[src/rtl/bp_fe_pc_gen_pipe.sv]
// Fetch PC generator feeding a fixed-latency I$/ITLB pipeline, with redirect, override and replay.
// Optional return address stack: define BP_FE_PC_GEN_RAS_EN to build it.
module bp_fe_pc_gen_pipe #(
  parameter int vaddr_width_p = 39,
  parameter int stages_p      = 2,
  parameter int fetch_bytes_p = 4,
  parameter int ras_els_p     = 8,
  parameter logic [vaddr_width_p-1:0] boot_pc_p = '0
) (
  input  logic                     clk_i,
  input  logic                     reset_n_i,
  input  logic                     redirect_v_i,
  input  logic [vaddr_width_p-1:0] redirect_pc_i,
  output logic                     fetch_v_o,
  output logic [vaddr_width_p-1:0] fetch_pc_o,
  input  logic                     fetch_ready_i,
  output logic                     poison_o,
  input  logic                     resp_v_i,
  input  logic                     resp_miss_i,
  input  logic                     resp_taken_i,
  input  logic                     resp_call_i,
  input  logic                     resp_ret_i,
  input  logic [vaddr_width_p-1:0] resp_tgt_i,
  input  logic                     queue_ready_i,
  output logic                     instr_v_o,
  output logic [vaddr_width_p-1:0] instr_pc_o
);
  typedef logic [vaddr_width_p-1:0] vaddr_t;
  typedef enum logic [1:0] {e_wait, e_stall, e_run} state_e;

  function automatic vaddr_t pc_inc(input vaddr_t pc);
    return pc + vaddr_t'(fetch_bytes_p);
  endfunction

  state_e              state_q, state_d;
  vaddr_t              resume_pc_q, resume_pc_d;
  vaddr_t              last_pc_q;
  logic [stages_p-1:0] v_q, v_d;
  vaddr_t              pc_q [stages_p];

  logic   tail_v, replay, override, fire, retire, ret_pred;
  vaddr_t tail_pc, ovr_tgt, ras_top;

  assign tail_v   = v_q[stages_p-1];
  assign tail_pc  = pc_q[stages_p-1];
  assign replay   = tail_v & (resp_miss_i | ~queue_ready_i);
  assign override = tail_v & resp_v_i & ~replay & ~redirect_v_i & (resp_taken_i | ret_pred);
  assign ovr_tgt  = resp_taken_i ? resp_tgt_i : ras_top;
  assign retire   = tail_v & resp_v_i & ~resp_miss_i & queue_ready_i & ~redirect_v_i;

  assign fetch_v_o  = ((state_q != e_wait) & queue_ready_i & ~replay) | redirect_v_i;
  assign fire       = fetch_v_o & fetch_ready_i;
  assign poison_o   = redirect_v_i | replay | override;
  assign instr_v_o  = retire;
  assign instr_pc_o = tail_pc;

  always_comb begin
    fetch_pc_o = pc_inc(last_pc_q);
    if (redirect_v_i)          fetch_pc_o = redirect_pc_i;
    else if (state_q != e_run) fetch_pc_o = resume_pc_q;
    else if (replay)           fetch_pc_o = tail_pc;
    else if (override)         fetch_pc_o = ovr_tgt;
  end

  // A redirect target that could not issue this cycle is parked in resume_pc until it fires
  always_comb begin
    state_d     = state_q;
    resume_pc_d = resume_pc_q;
    if (redirect_v_i) begin
      state_d     = fire ? e_run : e_stall;
      resume_pc_d = redirect_pc_i;
    end else begin
      case (state_q)
        e_stall: if (fire) state_d = e_run;
        e_run: begin
          if (replay) begin
            state_d     = e_stall;
            resume_pc_d = tail_pc;
          end else if (override & ~fire) begin
            state_d     = e_stall;
            resume_pc_d = ovr_tgt;
          end
        end
        default: ;
      endcase
    end
  end

  always_comb begin
    v_d    = '0;
    v_d[0] = fire;
    for (int i = 1; i < stages_p; i++)
      v_d[i] = v_q[i-1] & ~(redirect_v_i | replay | override);
  end

  always_ff @(posedge clk_i or negedge reset_n_i) begin
    if (!reset_n_i) begin
      state_q     <= e_wait;
      v_q         <= '0;
      resume_pc_q <= boot_pc_p;
    end else begin
      state_q     <= state_d;
      v_q         <= v_d;
      resume_pc_q <= resume_pc_d;
    end
  end

  always_ff @(posedge clk_i) begin
    if (fire) begin
      pc_q[0]   <= fetch_pc_o;
      last_pc_q <= fetch_pc_o;
    end
    for (int i = 1; i < stages_p; i++)
      pc_q[i] <= pc_q[i-1];
  end

`ifdef BP_FE_PC_GEN_RAS_EN
  localparam int ras_ptr_w = $clog2(ras_els_p);
  typedef logic [ras_ptr_w-1:0] ras_ptr_t;
  localparam logic [ras_ptr_w:0] ras_full = (ras_ptr_w+1)'(ras_els_p);

  vaddr_t             ras_mem_q [ras_els_p];
  ras_ptr_t           ras_ptr_q, ras_wr_idx;
  logic [ras_ptr_w:0] ras_cnt_q;
  logic               ras_push, ras_pop;

  assign ret_pred   = resp_ret_i & (ras_cnt_q != '0);
  assign ras_top    = ras_mem_q[ras_ptr_q];
  assign ras_pop    = retire & ret_pred;
  assign ras_push   = retire & resp_call_i;
  // Pop-then-push lands on the same slot, replacing the popped top in place
  assign ras_wr_idx = ras_pop ? ras_ptr_q : ras_ptr_q + 1'b1;

  always_ff @(posedge clk_i or negedge reset_n_i) begin
    if (!reset_n_i) begin
      ras_ptr_q <= '0;
      ras_cnt_q <= '0;
    end else if (ras_push & ~ras_pop) begin
      ras_ptr_q <= ras_ptr_q + 1'b1;
      if (ras_cnt_q != ras_full) ras_cnt_q <= ras_cnt_q + 1'b1;
    end else if (ras_pop & ~ras_push) begin
      ras_ptr_q <= ras_ptr_q - 1'b1;
      ras_cnt_q <= ras_cnt_q - 1'b1;
    end
  end

  always_ff @(posedge clk_i) begin
    if (ras_push) ras_mem_q[ras_wr_idx] <= pc_inc(tail_pc);
  end
`else
  logic unused_ras;
  assign ret_pred   = 1'b0;
  assign ras_top    = '0;
  assign unused_ras = &{1'b0, resp_call_i, resp_ret_i};
`endif

endmodule

[config.mk]
export PLATFORM = sky130hd
export DESIGN_NAME = bp_fe_pc_gen_pipe
export DESIGN_NICKNAME = d
export VERILOG_FILES = /design/src/rtl/bp_fe_pc_gen_pipe.sv
export SDC_FILE = /design/constraint.sdc
export NUM_CORES = 1
export LEC_CHECK = 0
export CELL_PAD_IN_SITES_DETAIL_PLACEMENT = 0
export CELL_PAD_IN_SITES_GLOBAL_PLACEMENT = 1
export CORE_MARGIN = 2
export CORE_UTILIZATION = 38
export DETAILED_ROUTE_END_ITERATION = 16
export GPL_ROUTABILITY_DRIVEN = 1
export PLACE_DENSITY = 0.91
export SLEW_MARGIN = 20
export SYNTH_ARGS = -nofsm -noshare
export SYNTH_HDL_FRONTEND = slang
export SYNTH_SLANG_ARGS = --single-unit
[constraint.sdc]
create_clock -name clk_i -period 3.62 [get_ports clk_i]
set_input_delay 0.724 -clock clk_i [delete_from_list [all_inputs] [get_ports clk_i]]
set_output_delay 0.724 -clock clk_i [all_outputs]
set_load 0.02 [all_outputs]
; After elaboration in Yosys (flattened, before gate mapping)
; Memory sizes are Yosys's and may differ from the RTL's.
; Index checks and enable logic that the tools add are counted.
[totals]
ram_bits = 78
word_cells = 57
inputBits = 88
ff_bits = 82
output_inout_bits = 81
mem_count = 1
[mem_list]
columns = memory, words, width, read_ports, rd_ports_with_merged_regs, write_ports, line
row1 = pc_q, 2, 39, 2, 0, 2, 39  ; vaddr_t pc_q [stages_p];
[classes]
n_mux = 17
n_bitwise = 23
n_addsub = 1
eq_ne = 5
reduce_logical = 6
[ops]
columns = operator, count
row1 = 39-bit 2-to-1 mux, 9
row2 = "39-bit by 3-bit adder with 39-bit output, second input constant", 1
row3 = 1-bit bitwise AND, 13
row4 = 2-bit 2-to-1 mux, 5
row5 = 1-bit inverter, 6
row6 = 3-bit nonzero test, 2
row7 = "4-bit inequality test, second input constant", 1
row8 = 1-bit bitwise OR, 4
row9 = 2-bit case mux with 2 select lines, 1
row10 = 2-bit nonzero test, 2
row11 = "3-bit inequality test, second input constant", 1
row12 = 3-bit AND reduction, 1
row13 = "2-bit by 1-bit == test with 1-bit output, second input constant", 1
row14 = "2-bit == test, second input constant", 1
row15 = 1-bit 2-to-1 mux, 2
row16 = "2-bit inequality test, second input constant", 1
row17 = 2-bit AND reduction, 1

; Logic depth before layout (Yosys ltp)
; Gate-level depths: netlist (run 1).
[depth]
word_depth = 13
ltp_mapped = 9
mapped_depth_nobuf = 6

; Worst setup path after synthesis (run 1)
; Ideal clock, no wire load.
[synth_timing]
kind = input port to flip-flop
from = input port resp_miss_i
to = memory pc_q[0][0] in the netlist's numbering (enable)
t_required_ps = 3219
setup_ps = 401
path_buffers = 2
arrival_ps = 2972
slack_ps = 248
stages = 6
path_cell_list = nand2b_1 > and2_1 > buf_2 > clkbuf_1 > o21ai_0 > and2_1
[synth_rtl]
columns = item, line
row1 = from (decl), 19  ; input logic resp_miss_i,
row2 = to (decl), 39

; Worst setup path in the final report (run 1)
[layout_timing]
from = input port resp_miss_i
to = output port fetch_pc_o[18]
[layout_via]
elab_chain_cells = 10
[layout_lines]
columns = item, line
row1 = 1-bit bitwise OR (*), 46  ; assign replay = tail_v & (resp_miss_i | ~queue_ready_i);
row2 = 1-bit bitwise AND (*), 46
row3 = 1-bit inverter, 47  ; assign override = tail_v & resp_v_i & ~replay & ~redirect_v_i & (resp_taken_i | ret_pred);
row4 = 1-bit bitwise AND (3 in series), 47
row5 = 39-bit 2-to-1 mux, 62  ; else if (override) fetch_pc_o = ovr_tgt;
row6 = 39-bit 2-to-1 mux (*), 61  ; else if (replay) fetch_pc_o = tail_pc;
row7 = 39-bit 2-to-1 mux (*), 60  ; else if (state_q != e_run) fetch_pc_o = resume_pc_q;
row8 = 39-bit 2-to-1 mux (*), 59  ; if (redirect_v_i) fetch_pc_o = redirect_pc_i;
row9 = to (decl), 15  ; output logic [vaddr_width_p-1:0] fetch_pc_o,
; Mark *: on every way between the ends. The rest lies on a longest branch, timed or not.

==> results of run 1 <==
## synth_stat cells, drive strengths merged (3+ instances only)
master / number
nand2b: 3
o31ai: 4
xnor2: 10
o211a: 4
nand3: 20
xor2: 8
a221oi: 19
and3: 12
and4: 8
nand2: 45
nor2: 50
a211oi: 6
o21bai: 3
nor4: 16
a21oi: 35
o21a: 3
nor3: 16
edfxtp: 39
o211ai: 6
a211o: 3
dfxtp: 39
clkbuf: 36
inv: 26
nand4: 17
or2: 3
o22ai: 22
a2bb2oi: 3
o31a: 6
or3: 6
a22oi: 9
a21boi: 4
mux2: 24
a31oi: 9
o221ai: 4
mux2i: 20
a221o: 18
buf: 16
and2: 6
o21ai: 53
dfrtp: 43
## registers in the layout, summed over array words and instances, names as in the netlist
signal	cells
v_q	2
resume_pc_q	39
state_q	2
pc_q	78
## repair_timing
action | CTS | global route
buffers inserted | 0 | 4
endpoints found under the setup margin | 39 | 20
resized for setup | 55 | 16
pin swaps | 0 | 1
hold endpoints to repair | 0 | 0
## placed cells by master, fill, tap and decap left out, types with 7 or more instances in the layout
| cell | synthesis | layout |
|---|---|---|
| buf_4 | 1 | 86 |
| nor4_1 | 12 | 10 |
| dfxtp_1 | 39 | 39 |
| inv_1 | 26 | 25 |
| nand2_1 | 45 | 45 |
| xor2_1 | 8 | 8 |
| clkdlybuf4s50_1 | 0 | 124 |
| nand4_1 | 14 | 14 |
| mux2i_1 | 20 | 20 |
| nor3_1 | 16 | 16 |
| a31oi_1 | 9 | 9 |
| clkbuf_8 | 0 | 7 |
| o22ai_1 | 22 | 22 |
| dlygate4sd2_1 | 0 | 30 |
| nor2_1 | 50 | 49 |
| a22oi_1 | 9 | 9 |
| mux2_2 | 24 | 24 |
| o21ai_0 | 51 | 50 |
| nand3_1 | 18 | 17 |
| and4_1 | 7 | 7 |
| buf_12 | 0 | 7 |
| a221o_1 | 18 | 18 |
| xnor2_1 | 10 | 10 |
| clkbuf_16 | 0 | 18 |
| edfxtp_1 | 39 | 39 |
| a221oi_1 | 19 | 18 |
| dfrtp_1 | 43 | 43 |
| and3_1 | 11 | 11 |
| a21oi_1 | 34 | 34 |
## layout make-up
type,count,area [µm²]
fill,1509,7430
multi-input combinational,503,3500
sequential,121,3030
timing repair buffer,260,2400
clock buffer,27,554
tap,225,282
clock inverter,5,125
inverter,26,97.6
## routing by layer
layer	up-vias	global-route usage, %	part of all wire (%)
met5	-	0	0
met4	0	10.0	2.3
met3	51	4.53	9.3
met2	466	43.0	47
met1	3401	35.5	41
li1	3156	-	-
## worst min-delay path by stage
stage	end	slack, ns	cells past startpoint
2_1_floorplan	pc_q[0][39]	0.35	0
5_1_grt	pc_q[0][39]	0.40	0
4_1_cts	pc_q[0][40]	0.38	0
3_3_place_gp	pc_q[0][39]	0.36	0
3_5_place_dp	pc_q[0][40]	0.36	0
6_report	pc_q[0][40]	0.38	0
## worst max-delay path: stages
cell and delay [ns]:
clkdlybuf4s50_1 0.44, nand2b_2 0.23, buf_4 0.15, a21oi_1 0.23, buf_4 0.18, nor4bb_1 0.26
mux2i_1 0.12, o211ai_1 0.13, dlygate4sd2_1 0.36
## per-stage QoR
step | area [µm²] | setup slack, ns
after CTS | 9920 | -0.00562
after global routing | 9980 | -0.00254
after global placement | 9270 | -0.339
final | 9980 | 0.0498
after floorplan | 6810 | 0.248
after detailed placement | 9270 | -0.347
## power by group through the flow
stage / sequential [mW] / combinational, mW / clock, mW
floorplan: 1.74 / 0.516 / 0
global placement: 1.73 / 1.10 / 0
detailed placement: 1.73 / 1.11 / 0
CTS: 1.71 / 1.08 / 1.95
global route: 1.73 / 1.17 / 2.01
finish: 1.71 / 1.09 / 1.95
## kinds of logic after synthesis
group	Yosys count	share of synthesized area [%]
compound gates	226	23.4
xor+xnor	18	2.32
fa+ha+maj	1	0.184
buf+inv	78	5.09
flops	121	44.5
mux	44	6.91
simple gates	214	17.6
==> metrics, run 1 <==
status completed; post-synthesis sequential area ratio 44.5%; setup TNS 0 ns; main flop type after synthesis dfrtp_1; Worst Skew 0.00688 ns; Net Switching 1.34 mW; Yosys top cell by area edfxtp_1; final core occ 57.3%; Max Slew Vio Count 0; drt first pass iters 6; post-synthesis cell count 702; Internal roughly 3.4 mW; Comb power frac 23.0%; post-synthesis cell type count 77; synthesized area 6810 µm²; clock buffer count from CTS 17; vias in the first global route ~6900; die area 19000 µm²; Antenna Nets Post-Route 0; hold slack 0.377 ns; Worst setup SP type input pin; syn_area_per_cell 9.69 µm²; max_cap viols 0; min cycle time layout 3.57 ns; Root Driver clkbuf_16; initial antenna violation count 0; initial drt markers roughly 800; kind of critical path input pin to primary output; row count 48; n_diodes 0; Register-to-Register Path Depth 7; Post-synth EDFFs 39; Via density between 6 and 7; Crit. Startpoint resp_miss_i; io pins 169; non-filler cells, final 1167; die height 138 µm; min-delay worst type register to register; Reg-to-Reg End pc_q[0][26]; layout cells sized above 1 20.4%; Final setup viols 0; kind of end point of the critical path primary output; Clock Sinks roughly 120; # H-tree levels 4; Synth async-reset ratio 35.5%; Worst slew margin 39.6%; DR WL/cell roughly 21 µm; Synth area leaders edfxtp_1, dfrtp_1, dfxtp_1; dpl cells 1131; gpl congestion 0.944; CP endpoint fetch_pc_o[18]; first-pass GRT wire length about 38 mm; required time of the worst setup path 2.90 ns; WP data arrival 2.85 ns; number of synthesis warnings 0; core area 17400 µm²; fin crit share 98.6%; Total Power ~4.8 mW; HP Start pc_q[0][1]; Reg2Reg Setup Slack approximately 1.3 ns; gr ovfl total 0; Clock Latency Late Sink 0.43 ns; Leak 4.07 nW; FF-to-FF Start pc_q[0][3]; Die X-Extent ~140 µm; Sequential Power Share between 30 and 40%; Hold Vio Cnt, Final 0; slew at the pin closest to its max-slew limit about 0.9 ns; hold buffers post-CTS 0; clock power share 40.9%; Peak VDD IR 0.000372 V; #FFs+latches synth 121; FMAX approximately 0.28 GHz; Global Route Usage Sum between 20% and 30%; number of remaining DRC errors 0; TritonCTS clock tree built; Yosys top cell area share 17.2%; final WL about 25 mm; largest net degree at the start of global routing 39; Worst-path clk slew 0.05 ns; Net Sw Frac between 20% and 30%; CP Max Fanout 5; I/O Buffers around 170; Via Count 7074; Net Count, Synth 791; # nets final 1018; Initial Util 39.1%; P&R area growth vs syn 46.7%; clock buffer depth 2; DP HPWL 17.8 mm; PwrDens 476 nW/µm²
Note: power is estimated with default switching activity, not from simulation.
==> run 2, diff against run 1 <==
GPL_TIMING_DRIVEN = 1   (was default)
==> results of run 2 <==
Same layout as run 1: the final DEF is identical, and so are final timing and power.
==> run 3, diff against run 2 <==
CORE_ASPECT_RATIO = 0.8   (was default)
==> metrics, run 3 (synthesis gave the netlist of run 1 again) <==
biggest registers after layout pc_q x78, resume_pc_q x39 (unchanged); slew at the pin closest to its max-slew limit 0.716 ns (was 0.905 ns); initial drt markers 706 (was 805); P&R area growth vs syn 43.9% (was 46.7%); Antenna Nets Post-Route 0 (unchanged); kind of critical path input pin to primary output (unchanged); first-pass GRT wire length 38.1 mm (was 37.9 mm); Via density 5.95 (was 6.06); drt first pass iters 7 (was 6); largest net degree at the start of global routing 60 (was 39); die area 19000 µm² (about the same); DP HPWL 17.6 mm (was 17.8 mm); crit-path leading delay family buffers and inverters (unchanged); CP peak stage delay 0.58 ns (was 0.44 ns); setup slack after layout 0.0979 ns (was 0.0498 ns); vias in the first global route 6862 (was 6907); n_diodes 0 (unchanged); Initial Util 39.0% (was 39.1%); Worst slew margin 52.3% (was 39.6%); FMAX 0.284 GHz (was 0.280 GHz); Global Route Usage Sum 26.0% (was 26.5%); Via Count 6929 (was 7074); Clock Latency Late Sink 0.43 ns (about the same); min cycle time layout 3.52 ns (was 3.57 ns); Max Slew Vio Count 0 (unchanged); Final setup viols 0 (unchanged); Hold Vio Cnt, Final 0 (unchanged); row count 43 (was 48); clock buffer count from CTS 17 (unchanged); core area 17400 µm² (about the same); status completed (unchanged); Register-to-Register Path Depth 6 (was 7); Slowest cell on crit path clkdlybuf4s50_1 (unchanged); Worst setup SP type input pin (unchanged); die height 124 µm (was 138 µm); Die X-Extent 154 µm (was 138 µm); setup TNS 0 ns (unchanged); CP most frequent cell buf_4 (unchanged); WP data arrival 2.80 ns (was 2.85 ns); min-delay worst type input pin to async pin (was register to register); most frequent cells in the layout clkdlybuf4s50_1, buf_4, o21ai_0, nor2_1, nand2_1 (unchanged); required time of the worst setup path 2.90 ns (about the same); DR WL/cell 20.9 µm (was 21.4 µm); I/O Buffers 166 (unchanged); Placement Setup Slack -0.262 ns (was -0.347 ns); commonest non-fill, non-tap cell in the layout clkdlybuf4s50_1 (unchanged); PwrDens 453 nW/µm² (was 476 nW/µm²); Root Driver clkbuf_16 (unchanged); hold buffers post-CTS 0 (unchanged); RSZ-0062 raised after global routing no; TritonCTS clock tree built (unchanged); final WL 24.3 mm (was 25.0 mm); kind of end point of the critical path primary output (unchanged); critical path depth in cells 9 (unchanged); CP Max Fanout 8 (was 5); # nets final 1018 (unchanged); postcts setup bufs 0 (unchanged); fin crit share 97.3% (was 98.6%); # H-tree levels 4 (unchanged); io pins 169 (unchanged); max reg flops 78 (unchanged); gr ovfl total 0 (unchanged); worst-path cell chain clkdlybuf4s50_1, nand4b_4, buf_4, nor2_2, buf_4, nor3b_1, o32ai_1, buf_4, dlygate4sd2_1 (was clkdlybuf4s50_1, nand2b_2, buf_4, a21oi_1, buf_4, nor4bb_1, mux2i_1, o211ai_1, dlygate4sd2_1); Worst Skew 0.00461 ns (was 0.00688 ns); Clock Sinks 121 (unchanged); clock buffer depth 2 (unchanged); gpl congestion 0.888 (was 0.944); number of remaining DRC errors 0 (unchanged); buffer and inverter count on the worst path 5 (was 4); initial antenna violation count 0 (unchanged); Worst-path clk slew 0.05 ns (about the same); Largest Register pc_q (unchanged); max_cap viols 0 (unchanged); Leak 3.96 nW (was 4.07 nW); Peak VDD IR 0.000323 V (was 0.000372 V); layout cells sized above 1 20.6% (was 20.4%)
## run 3: changes by cell type in the layout (fill, tap and decap cells not counted), sizes merged
cell / previous run / this run
clkdlybuf4s15: 5 / 9
clkinvlp: 0 / 3
clkinv: 2 / 5
clkbuf: 30 / 31
bufinv: 4 / 2
dlymetal6s2s: 1 / 0
dlygate4sd1: 1 / 0
inv: 25 / 26
dlygate4sd2: 30 / 20
## run 3: repair_timing
action / in CTS / in global routing
pin swaps: 0 / 0
gates resized for setup: 45 / 40
setup endpoints to repair: 40 / 26
## run 3: cell type report
cell class,count,area (µm²)
clock buffers,20,447
fillers,1561,7640
flip-flops and latches,121,3030
repair buffers,260,2350
inverters,26,97.6
clock inverters,10,105
multi-input cells,503,3480
well taps,225,282
## run 3: where the power goes
part	leakage (nW)	switching [mW]	internal, mW
logic	2.48	0.580	0.511
registers	1.21	0.139	1.58
clock network	0.263	0.614	1.01
total	3.96	1.33	3.10
## run 3: per-stage QoR
| step | std cells | power, mW | util [%] | cell area, µm² | hold slack, ns |
|---|---|---|---|---|---|
| after floorplan | 702 | 2.26 | - | 6810 | 0.348 |
| after global placement | 1135 | 2.84 | 53.3 | 9290 | 0.362 |
| after detailed placement | 1135 | 2.86 | 53.3 | 9290 | 0.369 |
| after CTS | 1165 | 4.44 | 56.3 | 9810 | 0.351 |
| after global routing | 1165 | 4.62 | 56.2 | 9800 | 0.380 |
| final | 1165 | 4.44 | 56.2 | 9800 | 0.346 |
## run 3: final timing paths
check,from,end,slack (ns)
max,resp_taken_i,fetch_pc_o[24],0.1
min,reset_n_i,resume_pc_q[25],0.35
max reg2reg,pc_q[0][4],pc_q[0][21],1.28
min reg2reg,pc_q[0][0],pc_q[0][39],0.39
max in group asynchronous,reset_n_i,state_q[1],2.48
min in group clk_i,pc_q[0][0],pc_q[0][39],0.39
## run 3: routing by layer
| layer | vias to the layer above | GRT usage, % | wire, µm |
|---|---|---|---|
| li1 | 3163 | - | - |
| met1 | 3341 | 35.8 | 10800 |
| met2 | 381 | 40.0 | 10700 |
| met3 | 44 | 6.51 | 2220 |
| met4 | 0 | 9.35 | 617 |
| met5 | - | 0 | 0 |
